$ cat config.mk
export PLATFORM = sky130hd
export DESIGN_NAME = instr_sequencer
export DESIGN_NICKNAME = d
export VERILOG_FILES = /design/src/rtl/cpu_pkg.sv /design/src/rtl/seq_watchdog.sv /design/src/rtl/instr_sequencer.sv
export SDC_FILE = /design/constraint.sdc
export NUM_CORES = 1
export LEC_CHECK = 0
export ABC_CLOCK_PERIOD_IN_PS = 1650
export BUFFER_PORTS_ARGS = -buffer_cell sky130_fd_sc_hd__buf_2
export CORE_MARGIN = 2
export CORE_UTILIZATION = 36
export DETAILED_ROUTE_END_ITERATION = 8
export RECOVER_POWER = 100
export SETUP_SLACK_MARGIN = 0.2
export SYNTH_ARGS = -nofsm -noshare
export SYNTH_HDL_FRONTEND = slang
export SYNTH_SLANG_ARGS = --single-unit
export TNS_END_PERCENT = 20
$ cat constraint.sdc
create_clock -name clk -period 1.65 [get_ports clk]
set_input_delay 0.33 -clock clk [delete_from_list [all_inputs] [get_ports clk]]
set_output_delay 0.33 -clock clk [all_outputs]
set_load 0.02 [all_outputs]
$ cat src/rtl/cpu_pkg.sv
// Shared CPU definitions: instruction encoding, register codes and sequencer states.
// Used by the instruction sequencer and by the control FSM it feeds.
package cpu_pkg;

  localparam int unsigned DEF_INSTR_W = 10;
  localparam int unsigned DEF_ADDR_W  = 5;
  localparam int unsigned OP_W        = 4;
  localparam int unsigned ARG_W       = 3;

  typedef enum logic [OP_W-1:0] {
    OpLoad = 4'b0000,
    OpMove = 4'b0001,
    OpAdd  = 4'b0010,
    OpXor  = 4'b0011,
    OpNop  = 4'b1110,
    OpHalt = 4'b1111
  } opcode_e;

  typedef enum logic [ARG_W-1:0] {
    RegR0 = 3'd0,
    RegR1 = 3'd1,
    RegR2 = 3'd2,
    RegR3 = 3'd3,
    RegR4 = 3'd4,
    RegR5 = 3'd5,
    RegR6 = 3'd6,
    RegPc = 3'd7
  } reg_e;

  typedef enum logic [2:0] {
    StIdle   = 3'd0,
    StFetch  = 3'd1,
    StLatch  = 3'd2,
    StIssue  = 3'd3,
    StHalted = 3'd4
  } seq_state_e;

  // Instruction layout: {opcode, first register argument, second register argument}.
  function automatic logic [DEF_INSTR_W-1:0] make_instr(opcode_e op, reg_e ra, reg_e rb);
    return {op, ra, rb};
  endfunction

endpackage

$ cat src/rtl/seq_watchdog.sv
// Issue watchdog: counts ISSUE cycles without completion and flags expiry
// on the TIMEOUT-th such cycle.
module seq_watchdog #(
  parameter int unsigned TIMEOUT = 8
) (
  input  logic clk,
  input  logic rst,
  input  logic clear,
  input  logic count_en,
  output logic expired
);

  localparam int unsigned CntW = $clog2(TIMEOUT + 1);

  logic [CntW-1:0] cnt_q, cnt_d;

  // Expiry is combinational so the sequencer can leave ISSUE on the same edge.
  assign expired = count_en && (cnt_q == CntW'(TIMEOUT - 1));

  always_comb begin
    cnt_d = cnt_q;
    if (clear) begin
      cnt_d = '0;
    end else if (count_en && !expired) begin
      cnt_d = cnt_q + CntW'(1);
    end
  end

  always_ff @(posedge clk or negedge rst) begin
    if (!rst) begin
      cnt_q <= '0;
    end else begin
      cnt_q <= cnt_d;
    end
  end

endmodule

$ cat src/rtl/instr_sequencer.sv
// Instruction sequencer: fetches from a synchronous program ROM, presents each
// instruction to the control FSM until done, and advances or branches the PC.
module instr_sequencer
  import cpu_pkg::*;
#(
  parameter int unsigned INSTR_W = DEF_INSTR_W,
  parameter int unsigned ADDR_W  = DEF_ADDR_W,
  parameter int unsigned TIMEOUT = 8
) (
  input  logic               clk,
  input  logic               rst,
  input  logic               run,
  input  logic               step,
  input  logic               halt_req,
  output logic               mem_en,
  output logic [ADDR_W-1:0]  mem_addr,
  input  logic [INSTR_W-1:0] mem_rdata,
  output logic [INSTR_W-1:0] instruction,
  input  logic               done,
  input  logic               pc_load,
  input  logic [ADDR_W-1:0]  pc_load_val,
  output logic [ADDR_W-1:0]  pc,
  output logic               busy,
  output logic               halted,
  output logic               fault
);

  localparam logic [INSTR_W-1:0] NopInstr = {OpNop, {(INSTR_W - OP_W){1'b0}}};

  seq_state_e          state_q, state_d;
  logic [ADDR_W-1:0]   pc_q, pc_d;
  logic [INSTR_W-1:0]  instr_q, instr_d;
  logic                step_mode_q, step_mode_d;
  logic                halt_pend_q, halt_pend_d;
  logic                fault_q, fault_d;
  logic                step_hold_q, step_hold_d;
  logic                step_new;
  logic                wd_clear, wd_en, wd_expired;

  assign busy     = (state_q == StFetch) || (state_q == StLatch) || (state_q == StIssue);
  assign halted   = (state_q == StHalted);
  assign fault    = fault_q;
  assign pc       = pc_q;
  assign mem_en   = (state_q == StFetch);
  assign mem_addr = mem_en ? pc_q : '0;

  // The control FSM only ever sees a real instruction while in ISSUE.
  assign instruction = (state_q == StIssue) ? instr_q : NopInstr;

  assign wd_clear = (state_q == StLatch);
  assign wd_en    = (state_q == StIssue) && !done;

  seq_watchdog #(
    .TIMEOUT (TIMEOUT)
  ) u_watchdog (
    .clk      (clk),
    .rst      (rst),
    .clear    (wd_clear),
    .count_en (wd_en),
    .expired  (wd_expired)
  );

  // A step that stays high past its instruction must not start another one.
  assign step_new = step && !step_hold_q;

  always_comb begin
    state_d     = state_q;
    pc_d        = pc_q;
    instr_d     = instr_q;
    step_mode_d = step_mode_q;
    fault_d     = fault_q;
    step_hold_d = step_hold_q && step;

    unique case (state_q)
      StIdle: begin
        if (run || step_new) begin
          state_d     = StFetch;
          step_mode_d = step_new && !run;
          fault_d     = 1'b0;
          step_hold_d = step;
        end
      end
      StFetch: begin
        state_d = StLatch;
      end
      StLatch: begin
        instr_d = mem_rdata;
        if (mem_rdata[INSTR_W-1 -: OP_W] == OpHalt) begin
          state_d = StHalted;
        end else begin
          state_d = StIssue;
        end
      end
      StIssue: begin
        if (done) begin
          pc_d = pc_load ? pc_load_val : pc_q + ADDR_W'(1);
          if (halt_pend_q || halt_req || step_mode_q || !run) begin
            state_d = StIdle;
          end else begin
            state_d = StFetch;
          end
        end else if (wd_expired) begin
          fault_d = 1'b1;
          state_d = StIdle;
        end
      end
      StHalted: begin
        state_d = StHalted;
      end
      default: begin
        state_d = StIdle;
      end
    endcase

    if (state_d == StIdle) begin
      halt_pend_d = 1'b0;
    end else if (busy && halt_req) begin
      halt_pend_d = 1'b1;
    end else begin
      halt_pend_d = halt_pend_q;
    end
  end

  always_ff @(posedge clk or negedge rst) begin
    if (!rst) begin
      state_q     <= StIdle;
      pc_q        <= '0;
      instr_q     <= NopInstr;
      step_mode_q <= 1'b0;
      halt_pend_q <= 1'b0;
      fault_q     <= 1'b0;
      step_hold_q <= 1'b0;
    end else begin
      state_q     <= state_d;
      pc_q        <= pc_d;
      instr_q     <= instr_d;
      step_mode_q <= step_mode_d;
      halt_pend_q <= halt_pend_d;
      fault_q     <= fault_d;
      step_hold_q <= step_hold_d;
    end
  end

endmodule

# Word-level counts from Yosys, hierarchy flattened
# Index checks and enable logic that the tools add are counted.
dict set report op_classes {
  n_addsub 2
  n_reduce_logical 25
  n_mux 19
  n_eq_ne 9
}
# cell count
set ops {}
lappend ops {{3-bit case mux with 5 select lines} 1}
lappend ops {{3-bit 2-to-1 mux} 4}
lappend ops {{10-bit 2-to-1 mux} 1}
lappend ops {{5-bit 2-to-1 mux} 2}
lappend ops {{1-bit 2-to-1 mux} 8}
lappend ops {{4-bit 2-to-1 mux} 2}
lappend ops {{1-bit logical AND} 7}
lappend ops {{3-bit by 2-bit equality test with 1-bit output (second input constant)} 2}
lappend ops {{3-bit zero test} 2}
lappend ops {{1-bit logical OR} 6}
lappend ops {{2-bit nonzero test} 3}
lappend ops {{5-bit by 1-bit adder with 5-bit output (second input constant)} 1}
lappend ops {{4-bit by 1-bit adder with 4-bit output (second input constant)} 1}
lappend ops {{4-bit by 3-bit equality test with 1-bit output (second input constant)} 1}
lappend ops {{4-bit equality test (second input constant)} 1}
lappend ops {{1-bit zero test} 4}
lappend ops {{2-bit inequality test (second input constant)} 2}
lappend ops {{2-bit AND reduction} 2}
lappend ops {{4-bit AND reduction} 1}
lappend ops {{3-bit by 1-bit equality test with 1-bit output (second input constant)} 1}
lappend ops {{3-bit equality test (second input constant)} 1}
lappend ops {{2-bit by 1-bit inequality test with 1-bit output (second input constant)} 1}
lappend ops {{1-bit case mux with 2 select lines} 1}
dict set report word_totals {
  elab_cells 63
  ff_bits 26
  inputBits 22
}

# Logic depth before layout (Yosys ltp)
dict set report depth {
  depth_word 8
  ltp_mapped 5
  depth_no_buf 4
}

# Modules after synthesis
# From an unflattened synthesis, not the netlist that was laid out.
dict set report hier_totals {
  cells_unflattened 128
  area_unflattened_um2 1353.8
}
# mod cells_each area_each_um2 instances
set modules_own_cells {}
lappend modules_own_cells {instr_sequencer 106 1132.3 1}
lappend modules_own_cells {seq_watchdog 22 221.5 1}

# Least setup slack after synthesis
# OpenSTA, ideal clock, no wires.
dict set report synth_timing {
  kind {register -> output}
  start {register state_q[1]}
  end {output mem_addr[0]}
  stages_incl_launch_ff 4
  slack_ns -0.274
  arrival_ns 1.594
  n_path_buf 1
  cell_sequence {dfrtp_1 -> buf_4 -> nor3b_1 -> and2_1}
}
dict set report synth_via {
  elab_chain_len 2
}
# element line
set synth_lines {}
lappend synth_lines {{start, declared} instr_sequencer.sv:30} ;# seq_state_e state_q, state_d;
lappend synth_lines {{start signal, assigned} instr_sequencer.sv:126} ;# state_q <= StIdle;
lappend synth_lines {{start signal, assigned} instr_sequencer.sv:134} ;# state_q <= state_d;
lappend synth_lines {{3-bit by 1-bit equality test with 1-bit output} instr_sequencer.sv:44} ;# assign mem_en = (state_q == StFetch);
lappend synth_lines {{named net mem_en} instr_sequencer.sv:15} ;# output logic mem_en,
lappend synth_lines {{5-bit 2-to-1 mux} instr_sequencer.sv:45} ;# assign mem_addr = mem_en ? pc_q : '0;
lappend synth_lines {{end, declared} instr_sequencer.sv:16} ;# output logic [ADDR_W-1:0] mem_addr,
# The timed path passes the listed nets, and every way through them passes these cells.

# Final worst setup path
dict set report layout_timing {
  start {register state_q[1]}
  end {output mem_addr[2]}
}
dict set report layout_via {
  elab_chain_len 2
}
# element line
set layout_lines {}
lappend layout_lines {{3-bit by 1-bit equality test with 1-bit output} instr_sequencer.sv:44}
lappend layout_lines {{5-bit 2-to-1 mux} instr_sequencer.sv:45}
# Every way passes these cells.

==> impl_results.md <==
* Status: complete, but fails checks
* Failing checks: setup timing
* Die Ht at 66.8 um
* Overflow after GRT at 0
* Pre-CTS setup slack at 31.4 ps
* Die Area at 4460 um2
* CP Max Fanout at 7
* H-tree depth at 1
* Total GRT Usage at 0.171
* Layout cell share with drive strength beyond 1 at 0.540
* Post-route ant nets at 0
* FP Rows at 22
* Die X at 66.8 um
* Drt first pass iters at 4
* Netlist cell types at 43
* R2R setup slack at 60 ps
* Syn nets at 151
* Post-Syn Instances at 127
* Synth Area in XOR/XNOR at 0.00617
* Share of the synthesized area in the top cell type at 0.406
* Buffers on Ports at 45
* Hold Vio Cnt, Final at 0
* Most numerous cell in the Yosys netlist: dfrtp_1
* Synth top area cells: dfrtp_1 41%, dfstp_2 5.6%, and2_1 5.3%
* Number of global-route vias before repair at 1306
* Setup slack after layout at -30.0 ps
* Drt initial violations at 48
* Hold Crit Class: primary input to register
* Crit start category: register
* Root Driver: clkbuf_8
* Final setup fails at 7
* Ys flop type: dfrtp_1
* Yosys top cell by area: dfrtp_1
* Worst slew pin tran at 1460 ps
* Mux cell area share after synthesis at 0.104
* Layout Nets at 214
* Max-cap violations at 0
* CTS tree: yes
* Hold Path Sink: step_mode_q
* DR WL/cell at 14.9 um
* Async set or reset register ratio after synthesis at 1.00
* Hold wc startpoint: run
* Clk slew on worst S/H paths at 90 ps
* Largest family of logic cells by synthesized area: simple AND/OR/NAND/NOR gates
* Mapped Area at 1420 um2
* Layout area overhead at 44.5%
* Fmax at 0.595 GHz
* CTS Hold Bufs at 0
* Routed wire length at 3530 um
* Worst path required time at 1320 ps
* Final min period at 1680 ps
* Final Core Density at 0.552
* CTS sink cnt at 26
* Largest net degree at the start of global routing at 27
* Worst IR Drop VDD at 0.842 mV
* Final Skew at 10.4 ps
* Hold depth at 2
* Core ar. at 3720 um2
* Synth cell count leaders: 23 x dfrtp_1, 12 x and2_1, 9 x o21ai_0, 8 x nand3_1, 6 x mux2_2
* FF+latch count, synth at 26
* Total Power at 3830 uW
* Final max-slew violation count at 0
* Vias per cell at 5.19
* First-pass GRT wire length at 5890 um
* Worst R2R Path Depth at 4
* P_leak at 0.000924 uW
* Detailed Place HPWL at 2390 um
* Power Density at 1870 nW/um2
* Post-synth EDFFs at 0
* DRC Markers at 0
* Syn_area_per_cell at 11.2 um2
* Compound-Gate Fraction of Synth Area at 0.123
* Worst slew margin at 0.0293
* Initial antenna violation count at 0
* Crit. End Element: primary output
* Gp weighted congestion at 0.790
* Diodes inserted at 0
* Arr. time, crit path at 1350 ps
* Reg2Reg Capture Point: u_watchdog.cnt_q[3]
* Fin crit share at 1.02
* Register area share after synthesis at 0.461
* Clock Path Buffers at 2
* Vias after detailed routing at 1231
* YS warnings at 0
* Clock Latency Late Sink at 280 ps
* RSZ-0062 raised after global routing: yes
* RR Startpoint: state_q[2]
* Number of top-level pins at 46
* Initial Utilization at 0.382
* Simple-gate share of the synthesized area at 0.252
* Crit Path Category: register to primary output
* Number of CTS-inserted buffers at 3
* Synth Area in Adders at 0.0176
[metal layers]
layer,vias to the layer above,track usage,wire length (um)
met5,-,0,0
met4,0,0.0510,27
met3,4,0.0186,163
met2,30,0.289,1660
met1,611,0.231,1670
li1,586,-,-
[power breakdown]
part | internal, uW | switching (uW)
logic | 1150 | 968
registers | 932 | 238
clock network | 325 | 213
total | 2410 | 1420
[stage by stage]
step           hold slack (ps)  TNS [ps]  std cells  cell area [um2]
6_report                   251      -145        237             2050
3_3_place_gp               366         0        219             1730
3_5_place_dp               370         0        219             1730
2_1_floorplan             34.4         0        127             1460
5_1_grt                    262      -804        237             2050
4_1_cts                   66.0      -132        234             2030
[cells by family after synthesis]
family | after synthesis
flip-flops | 26
adder cells (fa/ha/maj) | 2
AO/OA/AOI/OAI | 27
AND/OR/NAND/NOR | 52
XOR/XNOR | 1
multiplexers | 12
buffers and inverters | 7
[flip-flops by register name, indices dropped and copies added, names as in the netlist]
signal,cells
u_watchdog.cnt_q,4
pc,5
instr_q,10
step_hold_q,1
state_q,3
halt_pend_q,1
step_mode_q,1
fault,1
[layout by cell type, fill, tap and decap left out, drive strengths merged, types with 2 or more instances in the layout]
cell	count
nor3b	3
a31oi	2
and2	12
nand3	8
o21a	2
o21ai	9
ha	2
nand4	2
dfstp	3
or4	2
nor3	2
mux2	10
buf	53
nor2b	2
dfrtp	23
a22oi	3
clkbuf	14
nand2	4
and3b	3
a21oi	6
mux2i	2
nor2	4
nand2b	4
[what timing repair did]
action                     4_1_cts  5_1_grt
hold endpoints to repair         0        0
buffers inserted                10        3
gates cloned                     1        0
gates resized for setup         51       17
setup endpoints to repair       33       36
pin swaps                       10        7
[worst max path at each step]
| stage | start | end | cells past startpoint |
|---|---|---|---|
| floorplan | u_watchdog.cnt_q[1] | u_watchdog.cnt_q[3] | 4 |
| detailed placement | state_q[1] | instruction[3] | 3 |
| finish | state_q[1] | mem_addr[2] | 4 |
| global placement | state_q[1] | instr_q[6] | 2 |
| global route | state_q[1] | mem_addr[2] | 4 |
| CTS | state_q[1] | mem_addr[2] | 4 |
[final cells by class]
cell class	instances	area (um2)
Fill cell	349	1670
Clock buffer	3	41.3
Tap cell	48	60.1
Clock inverter	1	30.0
Multi-Input combinational cell	95	798
Sequential cell	26	658
Timing Repair Buffer	64	463
[critical path, stage by stage (launching register included)]
cell and delay [ps]:
dfrtp_2 470, nor3b_4 210, buf_6 150, and2_4 140
buf_6 110
Power figures use the tool's default switching activity.
